--- config.mk ---
export PLATFORM = sky130hd
export DESIGN_NAME = multicycle_controller
export DESIGN_NICKNAME = d
export VERILOG_FILES = /design/src/rtl/riscv_ctrl_pkg.sv /design/src/rtl/alu_decoder.sv /design/src/rtl/multicycle_controller.sv
export SDC_FILE = /design/constraint.sdc
export NUM_CORES = 1
export LEC_CHECK = 0
export CAP_MARGIN = 20
export CORE_MARGIN = 2
export CORE_UTILIZATION = 37
export CTS_CLUSTER_DIAMETER = 120
export DETAILED_ROUTE_END_ITERATION = 7
export PLACE_DENSITY = 0.66
export SETUP_SLACK_MARGIN = 0.2
export SYNTH_ARGS = -nofsm -noshare
export SYNTH_HDL_FRONTEND = slang
export SYNTH_SLANG_ARGS = --single-unit
--- constraint.sdc ---
create_clock -name clk -period 3.9 [get_ports clk]
set_input_delay 0.585 -clock clk [delete_from_list [all_inputs] [get_ports clk]]
set_output_delay 0.585 -clock clk [all_outputs]
set_load 0.01 [all_outputs]
--- src/rtl/riscv_ctrl_pkg.sv ---
// Shared control encodings for the RV32I multi-cycle datapath: FSM states,
// opcodes and the mux/ALU select codes also used by the extender and ALU.
package riscv_ctrl_pkg;

    typedef enum logic [3:0] {
        S_FETCH, S_DECODE, S_MEMADR, S_MEMREAD, S_MEMWB, S_MEMWRITE, S_EXECR,
        S_EXECI, S_ALUWB, S_BRANCH, S_JAL, S_JALR, S_JALR2, S_LUIWB
    } state_t;

    typedef enum logic [1:0] {ALUOP_ADD, ALUOP_SUB, ALUOP_FUNCT} alu_op_t;

    localparam logic [6:0] OP_R    = 7'b0110011;
    localparam logic [6:0] OP_I    = 7'b0010011;
    localparam logic [6:0] OP_LW   = 7'b0000011;
    localparam logic [6:0] OP_SW   = 7'b0100011;
    localparam logic [6:0] OP_BR   = 7'b1100011;
    localparam logic [6:0] OP_JAL  = 7'b1101111;
    localparam logic [6:0] OP_JALR = 7'b1100111;
    localparam logic [6:0] OP_LUI  = 7'b0110111;

    localparam logic [2:0] IMM_I = 3'b000;
    localparam logic [2:0] IMM_S = 3'b001;
    localparam logic [2:0] IMM_B = 3'b010;
    localparam logic [2:0] IMM_J = 3'b011;
    localparam logic [2:0] IMM_U = 3'b100;

    localparam logic [2:0] ALU_ADD = 3'b000;
    localparam logic [2:0] ALU_SUB = 3'b001;
    localparam logic [2:0] ALU_AND = 3'b010;
    localparam logic [2:0] ALU_OR  = 3'b011;
    localparam logic [2:0] ALU_XOR = 3'b100;
    localparam logic [2:0] ALU_SLT = 3'b101;
    localparam logic [2:0] ALU_SLL = 3'b110;
    localparam logic [2:0] ALU_SRL = 3'b111;

    localparam logic [1:0] RES_ALUOUT    = 2'b00;
    localparam logic [1:0] RES_DATA      = 2'b01;
    localparam logic [1:0] RES_ALURESULT = 2'b10;
    localparam logic [1:0] RES_IMM       = 2'b11;

    localparam logic [1:0] SRCA_PC    = 2'b00;
    localparam logic [1:0] SRCA_OLDPC = 2'b01;
    localparam logic [1:0] SRCA_RD1   = 2'b10;

    localparam logic [1:0] SRCB_RD2  = 2'b00;
    localparam logic [1:0] SRCB_IMM  = 2'b01;
    localparam logic [1:0] SRCB_FOUR = 2'b10;

    function automatic logic [2:0] imm_src(input logic [6:0] op);
        case (op)
            OP_SW:   return IMM_S;
            OP_BR:   return IMM_B;
            OP_JAL:  return IMM_J;
            OP_LUI:  return IMM_U;
            default: return IMM_I;
        endcase
    endfunction

endpackage

--- src/rtl/alu_decoder.sv ---
// Maps the FSM's ALU request plus funct fields to an ALUControl code.
module alu_decoder
    import riscv_ctrl_pkg::*;
(
    input  alu_op_t     alu_op,
    input  logic [2:0]  funct3,
    input  logic        funct7b5,
    input  logic        op5,
    output logic [2:0]  alu_control
);

    always_comb begin
        alu_control = ALU_ADD;
        case (alu_op)
            ALUOP_SUB: alu_control = ALU_SUB;
            ALUOP_FUNCT: begin
                case (funct3)
                    // bit 30 is an immediate bit for I-type, so only R-type may subtract
                    3'b000: alu_control = (op5 && funct7b5) ? ALU_SUB : ALU_ADD;
                    3'b001: alu_control = ALU_SLL;
                    3'b010: alu_control = ALU_SLT;
                    3'b011: alu_control = ALU_SLT;
                    3'b100: alu_control = ALU_XOR;
                    3'b101: alu_control = ALU_SRL;
                    3'b110: alu_control = ALU_OR;
                    3'b111: alu_control = ALU_AND;
                    default: alu_control = ALU_ADD;
                endcase
            end
            default: alu_control = ALU_ADD;
        endcase
    end

endmodule

--- src/rtl/multicycle_controller.sv ---
// Multi-cycle RV32I control FSM: sequences fetch/decode/execute/writeback on
// the shared datapath and watches memory wait states for a stall timeout.
module multicycle_controller
    import riscv_ctrl_pkg::*;
#(
    parameter state_t      RESET_STATE = S_FETCH,
    parameter int unsigned WAIT_LIMIT  = 255
) (
    input  logic        clk,
    input  logic        reset,
    input  logic [6:0]  op,
    input  logic [2:0]  funct3,
    input  logic        funct7b5,
    input  logic        zero,
    input  logic        mem_ready,
    output logic [2:0]  ImmSrc,
    output logic [1:0]  ALUSrcA,
    output logic [1:0]  ALUSrcB,
    output logic [2:0]  ALUControl,
    output logic [1:0]  ResultSrc,
    output logic        AdrSrc,
    output logic        IRWrite,
    output logic        PCWrite,
    output logic        RegWrite,
    output logic        MemWrite,
    output logic        MemReq,
    output logic        illegal_instr,
    output logic        mem_timeout
);

    localparam int CW = (WAIT_LIMIT > 1) ? $clog2(WAIT_LIMIT + 1) : 1;

    state_t         state, state_nxt;
    alu_op_t        alu_op;
    logic           irw, pcw, rw, mw, mq, ill, waiting;
    logic [CW-1:0]  wait_cnt;

    always_ff @(posedge clk) begin
        if (reset) state <= RESET_STATE;
        else       state <= state_nxt;
    end

    always_comb begin
        state_nxt = state;
        ALUSrcA   = SRCA_PC;
        ALUSrcB   = SRCB_RD2;
        alu_op    = ALUOP_ADD;
        ResultSrc = RES_ALUOUT;
        AdrSrc    = 1'b0;
        irw       = 1'b0;
        pcw       = 1'b0;
        rw        = 1'b0;
        mw        = 1'b0;
        mq        = 1'b0;
        ill       = 1'b0;
        waiting   = 1'b0;
        case (state)
            S_FETCH: begin
                mq        = 1'b1;
                waiting   = 1'b1;
                ALUSrcB   = SRCB_FOUR;
                ResultSrc = RES_ALURESULT;
                irw       = mem_ready;
                pcw       = mem_ready;
                if (mem_ready) state_nxt = S_DECODE;
            end
            S_DECODE: begin
                ALUSrcA = SRCA_OLDPC;
                ALUSrcB = SRCB_IMM;
                case (op)
                    OP_LW, OP_SW: state_nxt = S_MEMADR;
                    OP_R:         state_nxt = S_EXECR;
                    OP_I:         state_nxt = S_EXECI;
                    OP_BR:        state_nxt = S_BRANCH;
                    OP_JAL:       state_nxt = S_JAL;
                    OP_JALR:      state_nxt = S_JALR;
                    OP_LUI:       state_nxt = S_LUIWB;
                    default: begin
                        // PC was already bumped in FETCH, so just move on
                        ill       = 1'b1;
                        state_nxt = S_FETCH;
                    end
                endcase
            end
            S_MEMADR: begin
                ALUSrcA   = SRCA_RD1;
                ALUSrcB   = SRCB_IMM;
                state_nxt = op[5] ? S_MEMWRITE : S_MEMREAD;
            end
            S_MEMREAD: begin
                mq      = 1'b1;
                waiting = 1'b1;
                AdrSrc  = 1'b1;
                if (mem_ready) state_nxt = S_MEMWB;
            end
            S_MEMWB: begin
                ResultSrc = RES_DATA;
                rw        = 1'b1;
                state_nxt = S_FETCH;
            end
            S_MEMWRITE: begin
                mq      = 1'b1;
                waiting = 1'b1;
                AdrSrc  = 1'b1;
                mw      = mem_ready;
                if (mem_ready) state_nxt = S_FETCH;
            end
            S_EXECR: begin
                ALUSrcA   = SRCA_RD1;
                alu_op    = ALUOP_FUNCT;
                state_nxt = S_ALUWB;
            end
            S_EXECI: begin
                ALUSrcA   = SRCA_RD1;
                ALUSrcB   = SRCB_IMM;
                alu_op    = ALUOP_FUNCT;
                state_nxt = S_ALUWB;
            end
            S_ALUWB: begin
                rw        = 1'b1;
                state_nxt = S_FETCH;
            end
            S_BRANCH: begin
                ALUSrcA   = SRCA_RD1;
                alu_op    = ALUOP_SUB;
                pcw       = ((funct3 == 3'b000) && zero) || ((funct3 == 3'b001) && !zero);
                state_nxt = S_FETCH;
            end
            S_JAL: begin
                ALUSrcA   = SRCA_OLDPC;
                ALUSrcB   = SRCB_FOUR;
                pcw       = 1'b1;
                state_nxt = S_ALUWB;
            end
            S_JALR: begin
                ALUSrcA   = SRCA_RD1;
                ALUSrcB   = SRCB_IMM;
                state_nxt = S_JALR2;
            end
            S_JALR2: begin
                ALUSrcA   = SRCA_OLDPC;
                ALUSrcB   = SRCB_FOUR;
                pcw       = 1'b1;
                state_nxt = S_ALUWB;
            end
            S_LUIWB: begin
                ResultSrc = RES_IMM;
                rw        = 1'b1;
                state_nxt = S_FETCH;
            end
            default: state_nxt = S_FETCH;
        endcase
    end

    // Saturates at WAIT_LIMIT so the timeout fires once per stall
    always_ff @(posedge clk) begin
        if (reset)
            wait_cnt <= '0;
        else if (!waiting || mem_ready || (state_nxt != state))
            wait_cnt <= '0;
        else if (wait_cnt != CW'(WAIT_LIMIT))
            wait_cnt <= wait_cnt + 1'b1;
    end

    alu_decoder u_alu_dec (
        .alu_op      (alu_op),
        .funct3      (funct3),
        .funct7b5    (funct7b5),
        .op5         (op[5]),
        .alu_control (ALUControl)
    );

    assign ImmSrc        = imm_src(op);
    assign IRWrite       = irw & ~reset;
    assign PCWrite       = pcw & ~reset;
    assign RegWrite      = rw  & ~reset;
    assign MemWrite      = mw  & ~reset;
    assign MemReq        = mq  & ~reset;
    assign illegal_instr = ill & ~reset;
    assign mem_timeout   = ~reset && (WAIT_LIMIT != 0) && waiting && !mem_ready
                           && (wait_cnt == CW'(WAIT_LIMIT - 1));

endmodule

==> impl_metrics.tcl <==
set metrics [dict create \
    drt_iter0_drc 47 \
    syn_area_per_cell_sq_um 6.96 \
    final_area_sq_um 1510 \
    hold_path_end "wait_cnt[7]" \
    ys_warn_count 0 \
    rr_startpoint "state[2]" \
    setup_ws_ns 0.534 \
    post_cts_resized 0 \
    hold_buffers 0 \
    min_from "wait_cnt[7]" \
    pre_cts_ws_ns 0.554 \
    ir_drop_mv 0.0752 \
    cts-buffers-inserted 3 \
    cts.htree.levels 1 \
    via_per_inst 5.61 \
    r2r-end "wait_cnt[1]" \
    fmax_mhz 297 \
    critPathLaunchType "register" \
    grt_antenna_before_repair 0 \
    whs_path_depth 2 \
    nets 210 \
    vias 1251 \
    setup_viol 0 \
    power.density_nw_per_um2 197 \
    timing.final.crit_period_ns 3.37 \
    ff2ff_path_depth 4 \
    drt_wl_total_mm 2.77 \
    dieArea_sq_um 3530 \
    final-instance-count-excl-fill 223 \
    cts_setup_buffers 0 \
    track_usage 0.166 \
    rsz0062_at_grt "no" \
    clock_sinks 12 \
    synth_edf_count 0 \
    root_buffer "clkbuf_4" \
    relSlewSlack 0.609 \
    crit_type "register to output port" \
    final_common_cell "clkdlybuf4s50_1" \
    grt_overflow 0 \
    grt_pass1_vias 1152 \
    hp-class "register to register" \
    worst-endpoint-arrival_ns 2.78 \
    layout-drive-gt1-share 0.0316 \
    slew_viol_final 0 \
    outcome "finished, final reports clean" \
    path_max_fanout 17 \
    skew_ns 0.000708 \
    dpl-instance-area_sq_um 1470 \
    finalCritPeriodShare 0.863 \
    tightest_slew_ns 0.586 \
    fill_cells 294 \
    ys_seq_area_frac 0.212 \
    hpwlAfterDp_mm 2.16 \
    final.setup.tns_ns 0 \
    crit_path_end_kind "output port" \
    power.leakage_nw 0.543 \
    io_pins 35 \
    die_h_um 59.4 \
    fp-row-count 20 \
    grt_max_degree 20 \
    synth_area_sq_um 1130 \
    area_growth_pct 32.6 \
    initial_core_util 0.381 \
    fp.dieW_um 59.4 \
    syn_inst 163 \
    clock_path_buffers 2 \
    insertion_delay_ns 0.26 \
    cap_violations 0 \
    yosys_register_bits 12 \
    core_sq_um 2980 \
    cts.clk_slew.worst_paths_ns 0.07 \
    cp_data_required_time_ns 3.31 \
    fin_total_pwr_mw 0.296 \
    portBuffers 34 \
    async_reset_ff_frac 0 \
    hold_violations 0 \
    place_inst 219 \
    tritoncts "yes" \
    drc 0 \
    num_antenna_cells 0 \
    avgRoutedWirePerCell_um 12.4 \
    ant_nets 0 \
    synthDistinctLibCells 42 \
    gp_congestion 0.839 \
    grt_first_pass_wirelength_mm 4.73 \
    syn-num-nets 182 \
    critical_path.startpoint "state[2]" \
    layout_common_cells "clkdlybuf4s50_1 (34), nor2_1 (17), nand2_1 (13)" \
    synthFlopType "dfxtp_1" \
    reg2reg_slack_ns 1.92 \
    drtPass1Iterations 4 \
]
## sequential cells by signal, indices dropped and copies added (netlist names)
signal,flops
state,4
wait_cnt,8
## per-layer routing
metal,global-route usage,part of all wire,wire (um),vias to the layer above
li1,-,-,-,634
met3,0.0197,0.047,131,4
met2,0.292,0.49,1350,36
met1,0.212,0.45,1260,577
met5,0,0,0,-
met4,0.0422,0.013,36,0
## power by group
group	switching (mW)	internal, mW	total [mW]	leakage [nW]
combinational	0.0327	0.0374	0.0701	0.425
clock	0.0397	0.0567	0.0963	0.0210
sequential	0.00528	0.124	0.129	0.0971
## synthesized netlist by cell type, types with 3 or more instances
cell | instances | share of area
a211oi_1 | 5 | 0.033
dfxtp_1 | 12 | 0.21
nor3_1 | 9 | 0.040
o21ai_0 | 6 | 0.026
xor2_1 | 5 | 0.039
ha_1 | 4 | 0.044
nor2_1 | 17 | 0.056
or4_1 | 3 | 0.020
and3_1 | 4 | 0.022
nand2_1 | 13 | 0.043
mux2i_1 | 3 | 0.026
clkbuf_1 | 7 | 0.023
inv_1 | 10 | 0.033
a21oi_1 | 10 | 0.044
or3_1 | 3 | 0.017
nand3_1 | 12 | 0.053
nand2b_1 | 9 | 0.050
xnor2_1 | 4 | 0.031
## metrics by stage
step | hold WS [ns] | util
3_3_place_gp | 0.507 | 0.493
3_5_place_dp | 0.542 | 0.493
6_report | 0.554 | 0.505
4_1_cts | 0.552 | 0.505
5_1_grt | 0.618 | 0.505
2_1_floorplan | 0.488 | -
## worst max-delay path by stage
stage,to,slack [ns],depth (start not counted)
4_1_cts,mem_timeout,0.54,5
3_3_place_gp,mem_timeout,0.60,4
3_5_place_dp,mem_timeout,0.55,4
2_1_floorplan,ALUControl[2],1.48,7
5_1_grt,mem_timeout,0.34,5
6_report,mem_timeout,0.53,5
## cells by family after synthesis
logic type,share of synthesized area
flip-flops,0.212
multiplexers,0.0364
AO/OA/AOI/OAI,0.175
buffers and inverters,0.0750
AND/OR/NAND/NOR,0.388
adder cells (fa/ha/maj),0.0441
XOR/XNOR,0.0695
## cell type report
cell class,instances,area [sq um],area share
well taps,33,41.3,0.0274
inverters,10,37.5,0.0249
flip-flops and latches,12,240,0.160
clock buffers,4,36.3,0.0241
repair buffers,34,340,0.226
multi-input cells,130,810,0.538
## critical path, stage by stage, from the launching register on
cell,delay (ns)
dfxtp_1,0.65
xor2_1,0.25
a21oi_1,0.11
or4_1,0.63
nor4_4,0.30
clkdlybuf4s50_1,0.56
Note: power is estimated with default switching activity, not from simulation.
